[src/rtl/gamma_pkg.sv]
// Shared types and constants for the gamma-cycle sequencer: state encoding,
// spike-time width derivation and the NO_SPIKE sentinel.
package gamma_pkg;

    typedef enum logic [1:0] {
        IDLE = 2'd0,
        GRST = 2'd1,
        RUN  = 2'd2,
        DONE = 2'd3
    } gamma_state_t;

    function automatic int gamma_tw(input int gamma_cycle_width);
        return $clog2(gamma_cycle_width);
    endfunction

    // All-ones spike time: "never pulses" on input, "y never seen" on output.
    function automatic int no_spike(input int tw);
        return (1 << tw) - 1;
    endfunction

endpackage

[src/rtl/gamma_pulse_gen.sv]
// Drives one operator input as a fixed-width pulse starting at its spike time;
// the comparison is one bit wider than the time so the end point never wraps.
module gamma_pulse_gen
    import gamma_pkg::*;
#(
    parameter int TW          = 4,
    parameter int PULSE_WIDTH = 8
)(
    input  logic [TW-1:0] cnt,
    input  logic [TW-1:0] time_i,
    input  logic          run,
    output logic          pulse
);

    localparam logic [TW-1:0] NO_SPIKE = TW'(no_spike(TW));
    localparam logic [TW:0]   PW_EXT   = (TW+1)'(PULSE_WIDTH);

    logic [TW:0] cnt_ext;
    logic [TW:0] start_ext;
    logic [TW:0] end_ext;

    assign cnt_ext   = {1'b0, cnt};
    assign start_ext = {1'b0, time_i};
    assign end_ext   = start_ext + PW_EXT;

    // Clipping at the end of RUN falls out of run dropping after the last count.
    assign pulse = run && (time_i != NO_SPIKE) &&
                   (cnt_ext >= start_ext) && (cnt_ext < end_ext);

endmodule

[src/rtl/gamma_sequencer.sv]
// Gamma-cycle controller: IDLE -> GRST -> RUN -> DONE with valid/ready on both ends.
// Optional feature macro GAMMA_BACK2BACK_EN lets DONE hand straight over to GRST.
module gamma_sequencer
    import gamma_pkg::*;
#(
    parameter int GAMMA_CYCLE_WIDTH = 16,
    parameter int PULSE_WIDTH       = 8,
    parameter int N_IN              = 2,
    localparam int TW               = gamma_tw(GAMMA_CYCLE_WIDTH)
)(
    input  logic               aclk,
    input  logic               grst_n,
    input  logic               in_valid,
    output logic               in_ready,
    input  logic [N_IN*TW-1:0] in_times,
    output logic               rst,
    output logic [N_IN-1:0]    pulse,
    input  logic               y,
    output logic               res_valid,
    input  logic               res_ready,
    output logic [TW-1:0]      res_time
);

    localparam logic [TW-1:0] NO_SPIKE = TW'(no_spike(TW));
    localparam logic [TW-1:0] CNT_LAST = TW'(GAMMA_CYCLE_WIDTH - 1);

    gamma_state_t       state;
    gamma_state_t       next_state;
    logic [N_IN*TW-1:0] times_q;
    logic [TW-1:0]      cnt;
    logic               found;
    logic               accept;
    logic               run;

    always_ff @(posedge aclk or negedge grst_n) begin
        if (!grst_n) begin
            state <= IDLE;
        end else begin
            state <= next_state;
        end
    end

    // Handshake outputs depend on state (and res_ready in back-to-back mode) only.
    always_comb begin
        next_state = state;
        in_ready   = 1'b0;
        rst        = 1'b0;
        res_valid  = 1'b0;
        case (state)
            IDLE: begin
                in_ready = 1'b1;
                if (in_valid) begin
                    next_state = GRST;
                end
            end
            GRST: begin
                rst        = 1'b1;
                next_state = RUN;
            end
            RUN: begin
                if (cnt == CNT_LAST) begin
                    next_state = DONE;
                end
            end
            DONE: begin
                res_valid = 1'b1;
`ifdef GAMMA_BACK2BACK_EN
                in_ready = res_ready;
                if (res_ready) begin
                    next_state = in_valid ? GRST : IDLE;
                end
`else
                if (res_ready) begin
                    next_state = IDLE;
                end
`endif
            end
            default: begin
                next_state = IDLE;
            end
        endcase
    end

    assign accept = in_valid && in_ready;
    assign run    = (state == RUN);

    always_ff @(posedge aclk or negedge grst_n) begin
        if (!grst_n) begin
            times_q <= '1;
        end else if (accept) begin
            times_q <= in_times;
        end
    end

    // Counter wraps back to zero after the last RUN cycle since the width is a power of two.
    always_ff @(posedge aclk or negedge grst_n) begin
        if (!grst_n) begin
            cnt      <= '0;
            found    <= 1'b0;
            res_time <= NO_SPIKE;
        end else begin
            case (state)
                GRST: begin
                    cnt      <= '0;
                    found    <= 1'b0;
                    res_time <= NO_SPIKE;
                end
                RUN: begin
                    cnt <= cnt + TW'(1);
                    if (y && !found) begin
                        found    <= 1'b1;
                        res_time <= cnt;
                    end
                end
                default: begin
                end
            endcase
        end
    end

    for (genvar i = 0; i < N_IN; i++) begin : g_channel
        gamma_pulse_gen #(
            .TW          (TW),
            .PULSE_WIDTH (PULSE_WIDTH)
        ) u_pulse_gen (
            .cnt    (cnt),
            .time_i (times_q[i*TW +: TW]),
            .run    (run),
            .pulse  (pulse[i])
        );
    end

endmodule
[config.mk]
export PLATFORM = sky130hd
export DESIGN_NAME = gamma_sequencer
export DESIGN_NICKNAME = d
export VERILOG_FILES = /design/src/rtl/gamma_pkg.sv /design/src/rtl/gamma_pulse_gen.sv /design/src/rtl/gamma_sequencer.sv
export SDC_FILE = /design/constraint.sdc
export NUM_CORES = 1
export LEC_CHECK = 0
export CAP_MARGIN = 20
export CORE_ASPECT_RATIO = 2
export CORE_UTILIZATION = 35
export DETAILED_ROUTE_END_ITERATION = 8
export DONT_BUFFER_PORTS = 1
export REMOVE_ABC_BUFFERS = 1
export SYNTH_ARGS = -nofsm -noshare
export SYNTH_HDL_FRONTEND = slang
export SYNTH_HIERARCHICAL = 1
export SYNTH_SLANG_ARGS = --single-unit
[constraint.sdc]
create_clock -name aclk -period 4.8 [get_ports aclk]
set_input_delay 0.48 -clock aclk [delete_from_list [all_inputs] [get_ports aclk]]
set_output_delay 0.48 -clock aclk [all_outputs]
set_load 0.03 [all_outputs]
==> flow_metrics.env <==
export IMPL_status="finished with violations"
export IMPL_failed_checks="DRC"
export IMPL_synth_top_area_frac=0.257
export IMPL_tns_ns=0
export IMPL_end_kind="output pin"
export IMPL_first_pass_iters=6
export IMPL_critPathMaxFanout=18
export IMPL_synth_edff_count=0
export IMPL_drc=1
export IMPL_ys_types=27
export IMPL_swShare=0.427
export IMPL_chipHeight_microns=85.8
export IMPL_initial_utilization=0.363
export IMPL_pwr_share_seq=0.400
export IMPL_setup_viol=0
export IMPL_syn2layout_area_growth_pct=7.75
export IMPL_power_density_nw_per_um2=679
export IMPL_cts_resized=0
export IMPL_p_total_mw=0.897
export IMPL_startpoint_type="flip-flop"
export IMPL_gp_congestion=0.771
export IMPL_num_rows=30
export IMPL_viasPerCell=5.83
export IMPL_clkSinkCount=19
export IMPL_cts_tree="done"
export IMPL_syn_area_sq_um=1230
export IMPL_cp_slowest_cell="nor4_2"
export IMPL_pin_count=22
export IMPL_cts_made_buffers=3
export IMPL_ys_seq_area_frac=0.400
export IMPL_arrival_ns=2.40
export IMPL_min_period_ns=2.88
export IMPL_drt_iter0_drc=21
export IMPL_ys_top_cells_by_area="dfstp_2, ha_1, dfrtp_1"
export IMPL_p_int_mw=0.514
export IMPL_synthTopCellsByCount="ha_1, inv_1, dfstp_2, mux2_2, dfrtp_1"
export IMPL_antenna_left=0
export IMPL_r2r_start="state[0]"
export IMPL_worstSkewPairLatency_ns=0.26
export IMPL_place_area_sq_um=1270
export IMPL_cts_root_buf="clkbuf_8"
export IMPL_grt_pass1_wl_microns=4060
export IMPL_drv_cap=0
export IMPL_synth_seq_cells=19
export IMPL_antenna_found_initial=0
export IMPL_tightestPinTransition_ns=0.833
export IMPL_grt_max_degree=19
export IMPL_synth_area_leader_cell="dfstp_2"
export IMPL_grt_overflow=0
export IMPL_clkPwrFrac=0.128
export IMPL_avgSynthCellArea_sq_um=10.6
export IMPL_r2r_end="state[1]"
export IMPL_dieWidth_microns=43.9
export IMPL_cts_buffer_depth=2
export IMPL_slowest_delay_ns=0.75
export IMPL_hpwl_microns=1920
export IMPL_netSwitchingPower_mw=0.384
export IMPL_async_flop_share=1.00
export IMPL_critical_path_startpoint="state[0]"
export IMPL_fillerInstances=334
export IMPL_yosysWarnings=6
export IMPL_grt_usage=0.147
export IMPL_power_frac_comb=0.472
export IMPL_core_area_sq_um=3380
export IMPL_final_max_slew_viol_count=0
export IMPL_period_share=0.599
export IMPL_final_cell_area_sq_um=1320
export IMPL_wirelength_microns=2500
export IMPL_vias=881
export IMPL_fmax_ghz=0.348
export IMPL_fin_nets=150
export IMPL_reg2reg_slack_ns=3.02
export IMPL_setup_worst_path_end="pulse[1]"
export IMPL_wl_per_cell_microns=16.6
export IMPL_drive_gt1_frac=0.244
export IMPL_slew_headroom=0.440
export IMPL_fp_dieArea_sq_um=3760
export IMPL_grt_pass1_vias=896
export IMPL_num_antenna_cells=0
export IMPL_worstRegToRegCells=4
export IMPL_syn_inst=116
export IMPL_cts_htree_levels=1
export IMPL_synthFlopType="dfstp_2"
export IMPL_hold_viol=0
export IMPL_skew_ns=0.00575
export IMPL_synth_most_common_cell="ha_1"
export IMPL_rsz0062_at_grt="no"
export IMPL_path_clk_slew_ns=0.08
export IMPL_ir_worst_vdd_mv=0.355
export IMPL_p_leak_nw=0.593
export IMPL_required_ns=4.32
export IMPL_hp_class="primary input to async pin"
export IMPL_port_buffers=0
export IMPL_critPathKind="flip-flop to output pin"
export IMPL_worstPathCellList="inv_1 -> ha_1 -> o221ai_1 -> nor4_2"
registers in the layout, summed over array words and instances, names as in the netlist:
name,flops
state,2
times_q,8
res_time,4
found,1
cnt,4
cell families after synthesis:
family	after synthesis	share of synthesized area
buffers and inverters	20	0.0642
AND/OR/NAND/NOR	24	0.105
multiplexers	14	0.123
AO/OA/AOI/OAI	22	0.135
adder cells (fa/ha/maj)	17	0.173
flip-flops	19	0.400
final cells by class:
class | count | area (sq um) | share of cell area
inverter | 17 | 63.8 | 0.0482
timing repair buffer | 2 | 17.5 | 0.0132
multi-input combinational | 77 | 664 | 0.502
clock buffer | 3 | 41.3 | 0.0312
tap | 32 | 40.0 | 0.0303
sequential | 19 | 490 | 0.371
clock inverter | 1 | 5.00 | 0.00378
power by group through the flow:
| stage | registers (mW) | clock network [mW] | logic (mW) |
|---|---|---|---|
| 2_1_floorplan | 0.338 | 0 | 0.349 |
| 3_3_place_gp | 0.358 | 0 | 0.396 |
| 3_5_place_dp | 0.364 | 0 | 0.421 |
| 4_1_cts | 0.361 | 0.117 | 0.425 |
| 5_1_grt | 0.374 | 0.123 | 0.462 |
| 6_report | 0.359 | 0.115 | 0.423 |
placed cells by master (no fill, tap or decap):
| cell type | count |
|---|---|
| dlygate4sd3_1 | 1 |
| nor2b_1 | 1 |
| nor3_1 | 4 |
| mux2_1 | 1 |
| inv_1 | 16 |
| o2bb2ai_1 | 1 |
| o32a_1 | 1 |
| dfstp_2 | 12 |
| ha_1 | 17 |
| buf_4 | 1 |
| clkbuf_8 | 3 |
| o21ai_0 | 4 |
| a221oi_2 | 1 |
| a21oi_1 | 6 |
| nor4_1 | 1 |
| nand2_1 | 2 |
| mux2i_1 | 5 |
| nor4_2 | 1 |
| clkinv_1 | 1 |
| nand4_1 | 2 |
| a2111oi_2 | 2 |
| dfrtp_1 | 7 |
| mux2_2 | 8 |
| o31ai_1 | 2 |
| o21ai_1 | 2 |
| nor2_1 | 2 |
| clkinv_2 | 1 |
| nand3_1 | 5 |
| nand2b_1 | 6 |
| o221ai_1 | 3 |
routing by layer:
layer  vias to the layer above  GRT usage  share of wire
met5                         -          0              0
met1                       429      0.148           0.38
met2                        23      0.252           0.55
li1                        422          -              -
met4                         0      0.113          0.039
met3                         7     0.0253          0.034
critical path, delay by kind of cell (launching register included):
family | cells | cell delay (ns)
adders and majority gates | 1 | 0.58
DFF | 1 | 0.42
and+or+nand+nor | 1 | 0.75
buffers and inverters | 1 | 0.11
AOI/OAI and AO/OA | 1 | 0.28
through the flow:
stage / hold slack (ns) / std cells / util / worst slack, ns
6_report: 0.0486 / 151 / 0.391 / 1.92
5_1_grt: 0.0384 / 151 / 0.391 / 1.84
4_1_cts: 0.0464 / 151 / 0.391 / 1.95
3_5_place_dp: 0.185 / 146 / 0.375 / 2.22
3_3_place_gp: 0.185 / 146 / 0.375 / 2.33
2_1_floorplan: 0.184 / 113 / - / 2.25
timing repair:
item	CTS	global route
hold buffers	1	0
endpoints found under the hold margin	7	0
setup buffers	0	0
endpoints found under the setup margin	0	0
how the worst min path moves through the flow:
stage,end,slack [ns],depth (start not counted)
after global placement,found,0.18,0
after floorplan,cnt[0],0.18,0
after detailed placement,found,0.18,0
after global routing,res_time[2],0.04,0
final,res_time[3],0.05,0
after CTS,res_time[3],0.05,0
(Power assumes the default switching activity.)
